--- src/rtl/bp_fe_queue_ckpt.sv ---
// Checkpointing FE->BE instruction queue with speculative read, commit, rollback and clear.
// Optional same-cycle bypass into an empty queue: define BP_FE_QUEUE_BYPASS_EN.
module bp_fe_queue_ckpt #(
  parameter  int width_p      = 128,
  parameter  int els_p        = 8,
  localparam int ptr_width_lp = $clog2(els_p) + 1
) (
  input  logic                    clk_i,
  input  logic                    reset_n_i,
  input  logic [width_p-1:0]      fe_queue_i,
  input  logic                    fe_queue_v_i,
  output logic                    fe_queue_ready_o,
  output logic [width_p-1:0]      fe_queue_o,
  output logic                    fe_queue_v_o,
  input  logic                    fe_queue_yumi_i,
  input  logic                    fe_queue_deq_i,
  input  logic                    fe_queue_roll_i,
  input  logic                    fe_queue_clr_i,
  output logic [ptr_width_lp-1:0] count_o
);

  localparam int idx_width_lp = ptr_width_lp - 1;

  logic [ptr_width_lp-1:0] wptr_q, rptr_q, cptr_q;
  logic [ptr_width_lp-1:0] wptr_n, rptr_n, cptr_n;
  logic [width_p-1:0]      mem_q [els_p];
  logic [width_p-1:0]      mem_rd;
  logic                    full, enq;

  // Same index with opposite wrap bits means wptr has lapped cptr.
  assign full = (wptr_q[idx_width_lp-1:0] == cptr_q[idx_width_lp-1:0])
              & (wptr_q[idx_width_lp] != cptr_q[idx_width_lp]);
  assign fe_queue_ready_o = ~full;
  assign enq              = fe_queue_v_i & fe_queue_ready_o;
  assign count_o          = wptr_q - cptr_q;
  assign mem_rd           = mem_q[rptr_q[idx_width_lp-1:0]];

  always_comb begin
    // NOTE: every output of this block gets a value before any branch, so no latch is inferred.
    wptr_n = wptr_q + ptr_width_lp'(enq);
    cptr_n = cptr_q + ptr_width_lp'(fe_queue_deq_i);
    rptr_n = rptr_q;
    if (fe_queue_clr_i) begin
      rptr_n = wptr_n;
      cptr_n = wptr_n;
    end else if (fe_queue_roll_i) begin
      rptr_n = cptr_n;
    end else if (fe_queue_yumi_i) begin
      rptr_n = rptr_q + ptr_width_lp'(1);
    end
  end

  // NOTE: state registers use non-blocking assignments so all pointers update from pre-edge values.
  always_ff @(posedge clk_i or negedge reset_n_i) begin
    if (!reset_n_i) begin
      wptr_q <= '0;
      rptr_q <= '0;
      cptr_q <= '0;
    end else begin
      wptr_q <= wptr_n;
      rptr_q <= rptr_n;
      cptr_q <= cptr_n;
    end
  end

  // NOTE: the packet array has no reset; pointers alone define which slots hold live data.
  always_ff @(posedge clk_i) begin
    if (enq) mem_q[wptr_q[idx_width_lp-1:0]] <= fe_queue_i;
  end

`ifdef BP_FE_QUEUE_BYPASS_EN
  logic bypass;
  // Nothing unread: present the incoming packet directly; it is still written for reissue.
  assign bypass       = (rptr_q == wptr_q) & ~fe_queue_roll_i & ~fe_queue_clr_i;
  assign fe_queue_o   = bypass ? fe_queue_i : mem_rd;
  assign fe_queue_v_o = bypass ? enq : (rptr_q != wptr_q);
`else
  assign fe_queue_o   = mem_rd;
  assign fe_queue_v_o = (rptr_q != wptr_q);
`endif

  yumi_needs_valid_a: assert property (@(posedge clk_i) disable iff (!reset_n_i)
    fe_queue_yumi_i |-> fe_queue_v_o);
  deq_needs_issued_a: assert property (@(posedge clk_i) disable iff (!reset_n_i)
    fe_queue_deq_i |-> (cptr_q != rptr_q));
  roll_clr_exclusive_a: assert property (@(posedge clk_i) disable iff (!reset_n_i)
    !(fe_queue_roll_i && fe_queue_clr_i));

endmodule

--- config.mk ---
export PLATFORM = sky130hd
export DESIGN_NAME = bp_fe_queue_ckpt
export DESIGN_NICKNAME = d
export VERILOG_FILES = /design/src/rtl/bp_fe_queue_ckpt.sv
export SDC_FILE = /design/constraint.sdc
export NUM_CORES = 1
export LEC_CHECK = 0
export BUFFER_PORTS_ARGS = -buffer_cell sky130_fd_sc_hd__buf_2
export CAP_MARGIN = 10
export CORE_ASPECT_RATIO = 0.8
export CORE_UTILIZATION = 60
export CTS_CLUSTER_DIAMETER = 30
export DETAILED_ROUTE_END_ITERATION = 12
export PLACE_DENSITY = 0.79
export SLEW_MARGIN = 20
export SYNTH_ARGS = -nofsm -noshare
export SYNTH_HDL_FRONTEND = slang
export SYNTH_SLANG_ARGS = --single-unit
--- constraint.sdc ---
create_clock -name clk_i -period 19.6 [get_ports clk_i]
set_input_delay 5.88 -clock clk_i [delete_from_list [all_inputs] [get_ports clk_i]]
set_output_delay 5.88 -clock clk_i [all_outputs]
set_load 0.02 [all_outputs]
==> flow_results.org <==
** Status
- Run status :: completed

** Routing
- Detailed-routing iteration count for the pre-antenna-repair pass :: 5
- Total DRC errors in the routed layout :: 0
- Final Routed Wirelength :: 82.8 mm
- The detailed router finished its first iteration with 1776 violations.
- Detail-routed via count per cell :: 6.18
- Detailed-route wire length per cell :: 28.3 um
- The count of nets left with antenna violations once routing finished came out at 0.
- The final route contains 18128 vias.

** GRT
- Number of antenna violations at the first check in global routing :: 16
- The first global-routing pass estimated 120 mm of wire.
- For this run, the total global-route usage over all layers was measured as 0.250.
- Entering global routing, the biggest net connects 170 pins.
- Leftover overflow at the end of global routing :: 0
- The number of global-route vias before repair was 19230.

** Floorplanning
- From bottom edge to top edge, the die measures 232 um.
- Chip width :: 289 um
- Number of placed I/O pins :: 269
- Die Outline Area :: 66900 um^2
- Cell row count :: 83
- The initial utilization of the core area, before any placement, comes to 0.612.
- In this run the standard cell core region covers 64600 um^2.

** Synth
- The most used flip-flop cell after synthesis is sky130_fd_sc_hd__edfxtp_1.
- The number of nets handed over by synthesis was 1720.
- Cell type contributing the most total cell area after synthesis :: sky130_fd_sc_hd__edfxtp_1
- Count of synthesis-stage warnings from yosys :: 0
- Sequential fraction of the synthesis area :: 0.786
- A synthesized cell averages 25.1 um^2.
- EDFF count, synth :: 1024
- The share of synthesized area in the top cell type comes to 0.778.
- The netlist uses 31 different library cells.
- By area the synthesized netlist is led by sky130_fd_sc_hd__edfxtp_1 78%, sky130_fd_sc_hd__mux4_2 11%, sky130_fd_sc_hd__mux4_1 4.1%, sky130_fd_sc_hd__mux2_2 3.6%, sky130_fd_sc_hd__dfrtp_1 0.76%.
- The mapped netlist covers 39500 um^2.
- After technology mapping, the gate count stands at 1576.
- Synthesis inferred 1036 register bits.
- Proportion of register bits with asynchronous set or reset after synthesis :: 0.0116

** Timing
- Of the available clock period, the critical path in the final layout requires 0.508.
- Slew @ Worst Pin :: 1160 ps
- Setup violations remaining at the end of the flow were counted as 0.
- Final Hold Fails :: 0
- Final Skew :: 25.1 ps
- In this run the tightest slew margin relative to its limit is 0.225.
- Total Neg Setup Slack :: 0 ps
- Fmax achieved :: 100 MHz
- The worst path in the final design needs a cycle of 9950 ps, including I/O delays and setup.
- Slew Limit Fails :: 0
- RSZ-0062 raised after global routing :: false

** Worst setup path
- Delay of the slowest critical-path stage :: 930 ps
- Worst reg-to-reg setup slack :: 15730 ps
- Type of destination of the critical path :: output pin
- Slowest CP cell :: sky130_fd_sc_hd__buf_4
- The cell family contributing the most delay on the critical path is buffers and inverters.
- The critical path goes through buf_12, buf_4, mux4_1, mux2_2, buf_2.
- The worst setup path is launched from a flop.
- The critical path runs through a total of 5 cells.
- Cell depth of the worst flop-to-flop path :: 7
- Worst setup path category :: flop to output pin
- Endpoint of the worst-slack reg-to-reg timing path :: mem_q[1][33]$_DFFE_PP_
- WP data arrival :: 4070 ps
- Launch instance of the worst register-to-register path :: wptr_q[0]$_DFF_PN0_
- CP Data Required Time :: 13720 ps
- Of all nets on the critical path, the largest fanout is 169.
- The critical path contains buffers and inverters numbering 3 combined.

** Placement
- Final GP Congestion :: 0.777
- Summing all placed instances gives a cell area of 41700 um^2.
- I/O Buffers :: 268
- Summed over all nets, the half-perimeter wirelength after detailed placement is 40.1 mm.
- Cells after DPL :: 2647

** Job
- Number of violations of the max-capacitance limit :: 0

** Power and ir drop
- Final Power :: 7.94 mW
- PD cells :: 169 nW/um^2
- Maximum ir drop on the vdd rail :: 0.000124 V
- In this run the static leakage power is 15.7 nW.

** Clocking
- Post-CTS timing repair inserted 0 buffers for setup.
- Clock-pin transition on the worst setup and hold timing paths :: 50 ps
- Post-cts repair resize count :: 0
- Total number of clock tree sinks :: 1036
- Clock Tree Buf Depth :: 3
- TritonCTS built the clock tree.
- The clock tree synthesis step divided the H-tree into 4 levels.
- The tree is rooted in a sky130_fd_sc_hd__clkbuf_16.
- Count of hold buffers inserted by post-cts repair :: 0
- In this run, CTS created clock tree buffers numbering 148.
- Worst-Skew Late Latency :: 720 ps

** Min path
- Worst hold path stage count :: 1
- The startpoint identified for the worst hold timing path is wptr_q[3]$_DFF_PN0_.
- Worst hold path type :: flop to flop
- For hold timing, the worst endpoint is wptr_q[3]$_DFF_PN0_.

** Cells and area
- Layout overhead on the synthesized area :: 19.1%
- Post-route cell area :: 47000 um^2
- Share of post-route cells with drive strength above 1 :: 0.422
- For this run, the number of standard cells in the final layout without fillers is 2931.
- The final layout contains 2092 nets.
[worst reg2reg max path, delay by kind of cell, from the launching register on]
family | cells | cell delay, ps
AND/OR/NAND/NOR | 2 | 960
adder cells (fa/ha/maj) | 1 | 350
AO/OA/AOI/OAI | 1 | 330
buffers and inverters | 3 | 1270
flip-flops | 1 | 500
[state kept, by name, summed over array words and instances, names as in the netlist]
register	count
mem_q	1024
rptr_q	4
wptr_q	4
cptr_q	4
[per-stage QoR]
stage | hold WS [ps] | util | setup slack [ps]
floorplan | 542 | - | 3910
global placement | 573 | 0.646 | 10280
detailed placement | 587 | 0.646 | 10220
CTS | 607 | 0.727 | 9430
global route | 654 | 0.728 | 9450
finish | 606 | 0.728 | 9650
[where the power goes]
group | total [mW] | internal (mW) | leakage [nW] | switching (mW)
Combinational | 2.22 | 0.952 | 3.77 | 1.27
Clock | 2.78 | 1.78 | 2.50 | 0.994
Sequential | 2.95 | 2.81 | 9.44 | 0.133
[layout make-up]
cell class	count	area, um^2
clock inverters	101	1330
flip-flops and latches	1036	31100
diodes	10	25.0
clock buffers	172	3920
multi-input cells	453	7970
well taps	850	1060
fillers	3524	17600
inverters	11	41.3
repair buffers	298	1620
[how the worst max path moves through the flow]
stage                                from                     to
global placement    rptr_q[0]$_DFFE_PN0P_         fe_queue_o[83]
floorplan                    fe_queue_v_i  mem_q[2][0]$_DFFE_PP_
detailed placement  rptr_q[0]$_DFFE_PN0P_         fe_queue_o[83]
CTS                 rptr_q[0]$_DFFE_PN0P_         fe_queue_o[83]
global route        rptr_q[1]$_DFFE_PN0P_         fe_queue_o[70]
finish              rptr_q[1]$_DFFE_PN0P_         fe_queue_o[70]
[cell usage after synthesis, drive strengths merged, types with 2 or more instances]
| cell type | instances |
|---|---|
| ha | 8 |
| nor2 | 12 |
| mux4 | 256 |
| dfrtp | 12 |
| edfxtp | 1024 |
| xnor2 | 8 |
| nand4 | 2 |
| inv | 11 |
| mux2 | 128 |
| clkbuf | 27 |
| nor3 | 2 |
| buf | 49 |
| nand3 | 3 |
| a21oi | 5 |
| nand2 | 8 |
| o21ai | 5 |
| xor2 | 5 |
| mux2i | 2 |
[kinds of logic (layout without fill, tap and decap cells)]
family | Yosys count | count (layout) | synth area share
xor gates and xnor gates | 13 | 13 | 0.00288
muxes | 386 | 386 | 0.189
other | 0 | 10 | 0
AOI/OAI and AO/OA | 14 | 14 | 0.00212
DFF | 1036 | 1036 | 0.786
and+or+nand+nor | 31 | 31 | 0.00358
buffers and inverters | 87 | 582 | 0.0137
adders and majority gates | 9 | 9 | 0.00304
[cells in the final DEF (no fill, tap or decap), drive strengths merged, types with 12 or more instances in the layout]
| master | netlist | final |
|---|---|---|
| mux2 | 128 | 128 |
| clkinv | 0 | 37 |
| nor2 | 12 | 12 |
| mux4 | 256 | 256 |
| clkinvlp | 0 | 19 |
| bufinv | 0 | 25 |
| dfrtp | 12 | 12 |
| inv | 11 | 31 |
| buf | 49 | 298 |
| edfxtp | 1024 | 1024 |
| clkbuf | 27 | 172 |
[per-layer routing]
layer / routed length (um) / vias up / global-route usage
li1: - / 7619 / -
met1: 31900 / 9582 / 0.325
met2: 42300 / 760 / 0.409
met3: 6670 / 149 / 0.0649
met4: 1880 / 18 / 0.0938
met5: 129 / - / 0
Power figures use the tool's default switching activity.
